<file path="src/rtl/priority_arbiter_n_pkg.sv">
// Shared constants and helpers for the registered N-way priority arbiter.
package priority_arbiter_n_pkg;

    // Arbitration mode selectors for the RR_MODE parameter.
    localparam int MODE_FIXED = 0;
    localparam int MODE_RR    = 1;

    // Ceiling log2 for toolflows that do not provide $clog2. A value of 1
    // still needs one bit, so the result is never below 1.
    function automatic int clog2_f(input int value);
        int bits;
        bits = 0;
        while ((1 << bits) < value) begin
            bits = bits + 1;
        end
        if (bits == 0) begin
            bits = 1;
        end
        return bits;
    endfunction

endpackage

</file>
<file path="src/rtl/priority_arbiter_n_scan.sv">
// Combinational highest-set-bit finder: reports whether any bit of req is
// set and, if so, the index of the highest one.
module prio_scan_n #(
    parameter int N = 8,
    parameter int W = $clog2(N)
) (
    input  logic [N-1:0] req,
    output logic         found,
    output logic [W-1:0] index
);

    // Ascending scan, so the last set bit seen (the highest) overwrites
    // earlier ones.
    always_comb begin
        found = |req;
        index = '0;
        for (int i = 0; i < N; i++) begin
            if (req[i]) begin
                index = W'(i);
            end
        end
    end

endmodule

</file>
<file path="src/rtl/priority_arbiter_n.sv">
// Registered N-way arbiter with a valid/ready output stage. Fixed mode
// grants the highest requesting index; round-robin mode scans downward from
// a rotating pointer so every requester is served once per N grants.
module priority_arbiter_n
    import priority_arbiter_n_pkg::*;
#(
    parameter int N       = 8,
    parameter int W       = $clog2(N),
    parameter int RR_MODE = MODE_FIXED
) (
    input  logic         clk,
    input  logic         rst,
    input  logic [N-1:0] req,
    input  logic         out_ready,
    output logic         out_valid,
    output logic [W-1:0] idx,
    output logic [N-1:0] grant
);

    // Highest legal index; the round-robin pointer wraps here rather than to
    // 2^W-1 so non-power-of-two N never produces an out-of-range index.
    localparam logic [W-1:0] LAST_IDX = W'(N - 1);

    logic         valid_reg;
    logic [W-1:0] idx_reg;
    logic [N-1:0] grant_reg;

    logic         load;
    logic         full_found;
    logic [W-1:0] full_idx;
    logic         win_found;
    logic [W-1:0] win_idx;
    logic [N-1:0] grant_next;

    // The output register may take a new result whenever it is empty or the
    // consumer is taking the current one. Requests are not buffered while
    // stalled; they are simply re-sampled once the stall clears.
    assign load = !valid_reg || out_ready;

    // Unmasked scan: the fixed-priority winner, and the round-robin fallback
    // when nothing at or below the pointer is requesting.
    prio_scan_n #(
        .N (N),
        .W (W)
    ) u_scan_full (
        .req   (req),
        .found (full_found),
        .index (full_idx)
    );

    generate
        if (RR_MODE == MODE_RR) begin : g_rr
            logic [W-1:0] ptr_reg;
            logic [W-1:0] ptr_next;
            logic [N-1:0] mask;
            logic [N-1:0] req_masked;
            logic         masked_found;
            logic [W-1:0] masked_idx;

            // Keep only requesters at or below the pointer; the highest of
            // these is the first hit of the scan ptr, ptr-1, ..., 0.
            for (genvar gi = 0; gi < N; gi++) begin : g_mask
                localparam logic [W:0] POS = (W + 1)'(gi);
                assign mask[gi] = ({1'b0, ptr_reg} >= POS);
            end

            assign req_masked = req & mask;

            prio_scan_n #(
                .N (N),
                .W (W)
            ) u_scan_masked (
                .req   (req_masked),
                .found (masked_found),
                .index (masked_idx)
            );

            // Nothing at or below ptr means the scan wraps to N-1 and
            // continues down to ptr+1, which is the plain highest set bit.
            assign win_found = full_found;
            assign win_idx   = masked_found ? masked_idx : full_idx;

            // Move the pointer just below the latest winner so that winner
            // becomes lowest priority; winner 0 wraps to the top index.
            always_comb begin
                ptr_next = ptr_reg;
                if (load && full_found) begin
                    if (win_idx == '0) begin
                        ptr_next = LAST_IDX;
                    end else begin
                        ptr_next = win_idx - W'(1);
                    end
                end
            end

            // Pointer register; reset to N-1 so the first round-robin
            // decision matches fixed priority.
            always_ff @(posedge clk) begin
                if (rst) begin
                    ptr_reg <= LAST_IDX;
                end else begin
                    ptr_reg <= ptr_next;
                end
            end
        end else begin : g_fixed
            assign win_found = full_found;
            assign win_idx   = full_idx;
        end
    endgenerate

    // One-hot decode of the winner; all zeros when nobody is requesting.
    generate
        for (genvar gi = 0; gi < N; gi++) begin : g_grant
            localparam logic [W-1:0] POS = W'(gi);
            assign grant_next[gi] = win_found && (win_idx == POS);
        end
    endgenerate

    // Output stage: capture a new result on load, freeze it on a stall.
    // With no requests the result goes invalid but idx keeps its last value.
    always_ff @(posedge clk) begin
        if (rst) begin
            valid_reg <= 1'b0;
            idx_reg   <= '0;
            grant_reg <= '0;
        end else if (load) begin
            valid_reg <= win_found;
            grant_reg <= grant_next;
            if (win_found) begin
                idx_reg <= win_idx;
            end
        end
    end

    assign out_valid = valid_reg;
    assign idx       = idx_reg;
    assign grant     = grant_reg;

    // Structural invariants of the output register.
    a_grant_onehot : assert property (@(posedge clk) disable iff (rst)
        $onehot0(grant_reg));
    a_grant_zero_when_idle : assert property (@(posedge clk) disable iff (rst)
        !valid_reg |-> (grant_reg == '0));
    a_idx_in_range : assert property (@(posedge clk) disable iff (rst)
        idx_reg <= LAST_IDX);

endmodule

</file>
<file path="config.mk">
export PLATFORM = sky130hd
export DESIGN_NAME = priority_arbiter_n
export DESIGN_NICKNAME = d
export VERILOG_FILES = /design/src/rtl/priority_arbiter_n_pkg.sv /design/src/rtl/priority_arbiter_n_scan.sv /design/src/rtl/priority_arbiter_n.sv
export SDC_FILE = /design/constraint.sdc
export NUM_CORES = 1
export LEC_CHECK = 0
export BUFFER_PORTS_ARGS = -buffer_cell sky130_fd_sc_hd__buf_4
export CELL_PAD_IN_SITES_DETAIL_PLACEMENT = 1
export CELL_PAD_IN_SITES_GLOBAL_PLACEMENT = 1
export CORE_UTILIZATION = 34
export DETAILED_ROUTE_END_ITERATION = 12
export GPL_TIMING_DRIVEN = 0
export HOLD_SLACK_MARGIN = 0.03
export PLACE_DENSITY = 0.77
export SYNTH_ARGS = -nofsm -noshare
export SYNTH_HDL_FRONTEND = slang
export SYNTH_HIERARCHICAL = 1
export SYNTH_SLANG_ARGS = --single-unit
</file>
<file path="constraint.sdc">
create_clock -name clk -period 3.49 [get_ports clk]
set_input_delay 0.5235 -clock clk [delete_from_list [all_inputs] [get_ports clk]]
set_output_delay 0.5235 -clock clk [all_outputs]
set_load 0.005 [all_outputs]
</file>
; Word level (Yosys, flattened, before mapping)
; Cells that the tools add are included.
[totals]
register_bits = 12
output_inout_bits = 12
inputBits = 11
wordCells = 30
[op_classes]
eq_ne = 7
n_reduce_logical = 13
mux = 7
[ops]
columns = op, n
row1 = "equality test 3 bit, second input constant", 4
row2 = two-way mux 3 bit, 4
row3 = logical AND 1 bit, 8
row4 = OR reduction 8 bit, 1
row5 = "equality test 3 x 2 -> 1 bit, second input constant", 2
row6 = two-way mux 2 bit, 2
row7 = "equality test 3 x 1 -> 1 bit, second input constant", 1
row8 = zero test 3 bit, 1
row9 = AND reduction 2 bit, 1
row10 = zero test 1 bit, 1
row11 = logical OR 1 bit, 1
row12 = two-way mux 1 bit, 1

; Depth between registers and ports, before layout
[depth]
word_depth = 9
ltp_mapped = 5
depth_no_buf = 5

; Hierarchy
; Netlist, hierarchy kept.
[modules_own_cells]
columns = mod, n_inst, cells_per_inst, area_per_inst_um2
row1 = priority_arbiter_n, 1, 41, 462.9
row2 = prio_scan_n, 1, 12, 66.3

; Worst setup path before layout
; No wires, ideal clock.
[synth_timing]
path_kind = input to register
from = input req[2]
to = register grant_reg[2] (netlist: grant[2])
path_buffers = 0
path_slack_ns = 2.036
cell_stages = 5
t_arrival_ns = 1.336
cell_sequence = inv_1 a21oi_1 o31ai_2 nor2_1 a32o_2
[synth_via]
elab_chain_len = 8
word_cells_on_any_way = 9
classes_between = eq/ne: 1 / mux: 6 / reduce/logical: 2
[synth_lines]
columns = element, line
row1 = "start, declared", priority_arbiter_n.sv:13  ; input logic [N-1:0] req,
row2 = two-way mux 2 bit (2 in series), priority_arbiter_n_scan.sv:18  ; if (req[i]) begin
row3 = two-way mux 3 bit (4 in series), priority_arbiter_n_scan.sv:18
row4 = named net full_idx[0], priority_arbiter_n.sv:30  ; logic [W-1:0] full_idx;
row5 = equality test 3 x 2 -> 1 bit, priority_arbiter_n.sv:115  ; assign grant_next[gi] = win_found && (win_idx == POS);
row6 = logical AND 1 bit, priority_arbiter_n.sv:115
row7 = "end signal, assigned", priority_arbiter_n.sv:128  ; grant_reg <= grant_next;
row8 = "end, declared", priority_arbiter_n.sv:26  ; logic [N-1:0] grant_reg;
; The timed path passes the listed nets, and every way through them passes these cells.
; A chain may end at the register's enable or synchronous reset.

; Worst setup path in the final report
[layout_timing]
from = input req[4]
to = register idx_reg[1] (netlist: idx[1])
[layout_via]
elab_chain_len = 4
word_cells_on_any_way = 6
classes_between = mux: 4 / reduce/logical: 2
[layout_lines]
columns = element, line
row1 = two-way mux 3 bit (4 in series), priority_arbiter_n_scan.sv:18
row2 = named net full_idx[1], priority_arbiter_n.sv:30
row3 = "end signal, assigned", priority_arbiter_n.sv:130  ; idx_reg <= win_idx;
row4 = "end, declared", priority_arbiter_n.sv:25  ; logic [W-1:0] idx_reg;
; The timed path passes the listed nets, and every way through them passes these cells.

==> qor.csv <==
stage,metric,value,unit
route,Vias/cell,5.22,
floorplanning,Die W,41.5,um
clock_network,Post-CTS Hold Fix Bufs,0,
clock_network,CTS tree,done,
clock_network,post-CTS setup buffer count,0,
yosys,Synth top area share,45.4,%
place,DPL Wire Length,1020,um
finish,layout cells sized above 1,48.7,%
worst_setup_path,CP startpoint kind,input pin,
worst_setup_path,critical-path cell list,"buf_4, o31ai_1, nor2b_1, nand3_1, o21ai_1",
flow_run,Max-cap violations,0,
clock_network,Skew-Pair Late Insertion Delay,0.28,ns
worst_setup_path,Worst Setup EP,idx[1]$_SDFFE_PP0P_,
global_routing,first-pass GRT wire length,2180,um
yosys,Synth Warn #,6,
yosys,Synth Cell Area,529,um2
min_path,hold path start,grant[2]$_SDFFE_PP0P_,
timing,worst rel slew slack,59.6,%
worst_setup_path,Crit Path Category,input pin to flop,
floorplanning,Die H,41.5,um
floorplanning,full die area,1720,um2
yosys,"EDFF count, synth",0,
global_routing,vias in the first global route,476,
power,pwr dens,409,nW/um2
worst_setup_path,reg2reg path depth,3,
clock_network,clk buf depth,2,
clock_network,Inserted Clock Buffers,3,
worst_setup_path,critical path endpoint category,flop,
timing,final slew viol count,0,
timing,period utilization,42.6,%
yosys,#FFs+latches synth,12,
route,Starting DRT DRC Count,7,
power,Net Switching,0.0000713,W
finish,Layout Nets,90,
min_path,HP Class,flop to flop,
yosys,Mapped Cells,53,
floorplanning,row cnt,13,
worst_setup_path,"Req. time, crit path",3.70,ns
floorplanning,num ports,23,
clock_network,clk slew on worst S/H paths,0.07,ns
yosys,"FFs w/ async S/R, synth",0,%
finish,max FFs per register,8,
power,switching share of power,23.5,%
route,Pre-antenna DRT Iters,2,
power,sequential power share,48.4,%
worst_setup_path,Crit-path slowest cell,o31ai_1,
timing,Setup TNS,0,ns
timing,actual slew at the worst max-slew pin,0.600,ns
power,internal power,0.000232,W
place,IO Port Bufs,21,
yosys,Post-Syn Nets,64,
worst_setup_path,Worst Path Max Fanout,5,
finish,number of inserted diodes,0,
timing,final hold viol count,0,
power,clock power share,36.0,%
finish,"Area growth, synth to finish",40.2,%
yosys,syn_area_per_cell,9.99,um2
route,Routed WL per cell,14.0,um
worst_setup_path,Reg2Reg Setup Slack,2.41,ns
yosys,biggest area consumer among synthesized cells,dfxtp_1,
yosys,sequential area share after synthesis,45.4,%
global_routing,initial antenna violation count,0,
worst_setup_path,CP max stage delay,0.54,ns
global_routing,All-Layer GR Usage,17.2,%
clock_network,H-tree levels,1,
floorplanning,core area,1370,um2
floorplanning,Initial Util,38.7,%
clock_network,Sink Count,12,
place,RD Place Congestion,0.706,
power,Max VDD drop,0.000256,V
global_routing,GRT overflow,0,
clock_network,Root Buffer,clkbuf_4,
global_routing,pin count of the biggest net entering global routing,10,
worst_setup_path,CP arrival,1.70,ns
yosys,Synth cell types,26,
run_status,status,completed,
worst_setup_path,reg2reg start,out_valid$_SDFFE_PP0P_,
worst_setup_path,Reg2Reg Capture Point,grant[6]$_SDFFE_PP0P_,
finish,final core utilization,54.3,%
worst_setup_path,CP startpoint,req[4],
route,Detail Route Antenna Nets,0,
power,P_leak,0.351,nW
timing,RSZ-0062 raised after global routing,false,
route,final WL,1300,um
yosys,Area contributors post-synth,"dfxtp_1, a32o_2, a32o_1, nor2_1, a22o_1",
route,Residual DRC,0,
timing,Final setup viols,0,
clock_network,PostCTS Resize Cnt,0,
timing,Setup Skew,0.000430,ns
timing,Final min period,1.49,ns
power,Gate power share,15.6,%
route,via count,485,
yosys,"Top FF cell, synth",dfxtp_1,
timing,Fmax,673,MHz
## critical path: cells and delay by family
kind	cells	cell delay, ns
buf+inv	1	0.12
simple gates	2	0.41
compound gates	2	0.63
## cell usage in the layout, fill, tap and decap left out, drive strengths merged
cell type,Yosys,routed
o21ba,1,1
o21ai,2,2
o31ai,2,2
nor2,8,8
nor2b,1,1
nor3,2,2
nand3,2,2
a21oi,4,4
and3,1,1
dfxtp,12,12
a21boi,1,1
clkbuf,0,4
nand2,1,1
a22o,2,2
a32o,6,6
buf,1,22
nand2b,2,2
nand4,1,1
and2b,1,1
inv,3,3
## Yosys cell counts, drive strengths merged, types with 2 or more instances
cell type,count
o31ai,2
nor2,8
a22o,2
o21ai,2
a32o,6
nor3,2
nand2b,2
inv,3
a21oi,4
dfxtp,12
nand3,2
## routing by layer
layer	global-route usage (%)	up-vias	routed length, um
met5	0	-	0
met1	20.7	214	612
met2	26.6	14	573
li1	-	252	-
met3	6.96	5	84
met4	7.74	0	31
## metrics by stage
step / total power, W / setup slack, ns / hold WS (ns) / area [um2] / cells
floorplan: 0.000173 / 2.04 / 0.458 / 529 / 53
global placement: 0.000196 / 1.72 / 0.455 / 706 / 89
detailed placement: 0.000197 / 1.73 / 0.456 / 706 / 89
CTS: 0.000307 / 2.03 / 0.477 / 742 / 93
global route: 0.000320 / 1.88 / 0.490 / 742 / 93
finish: 0.000303 / 2.00 / 0.469 / 742 / 93
## kinds of logic after synthesis
logic type | share of synthesized area (%)
buffers and inverters | 3.07
AOI/OAI and AO/OA | 28.8
DFF | 45.4
and+or+nand+nor | 22.7
## worst min path at each step
stage	cells past startpoint	end
after floorplan	2	idx[1]$_SDFFE_PP0P_
after global placement	1	grant[2]$_SDFFE_PP0P_
final	1	grant[2]$_SDFFE_PP0P_
after CTS	2	idx[1]$_SDFFE_PP0P_
after detailed placement	1	grant[2]$_SDFFE_PP0P_
after global routing	1	grant[2]$_SDFFE_PP0P_
## final cells by class
class                   count  area, um2
inverters                   3       11.3
well taps                  15       18.8
clock buffers               4       36.3
multi-input cells          37        273
fillers                   163        624
flip-flops and latches     12        240
repair buffers             21        158
plain buffers               1       5.00
## power groups by stage
stage	combinational [W]	clock [W]	sequential (W)
detailed placement	0.0000470	0	0.000150
floorplan	0.0000226	0	0.000150
CTS	0.0000471	0.000113	0.000147
global route	0.0000514	0.000121	0.000148
global placement	0.0000460	0	0.000150
finish	0.0000472	0.000109	0.000147
No activity file was read; power rests on OpenSTA's default activity.
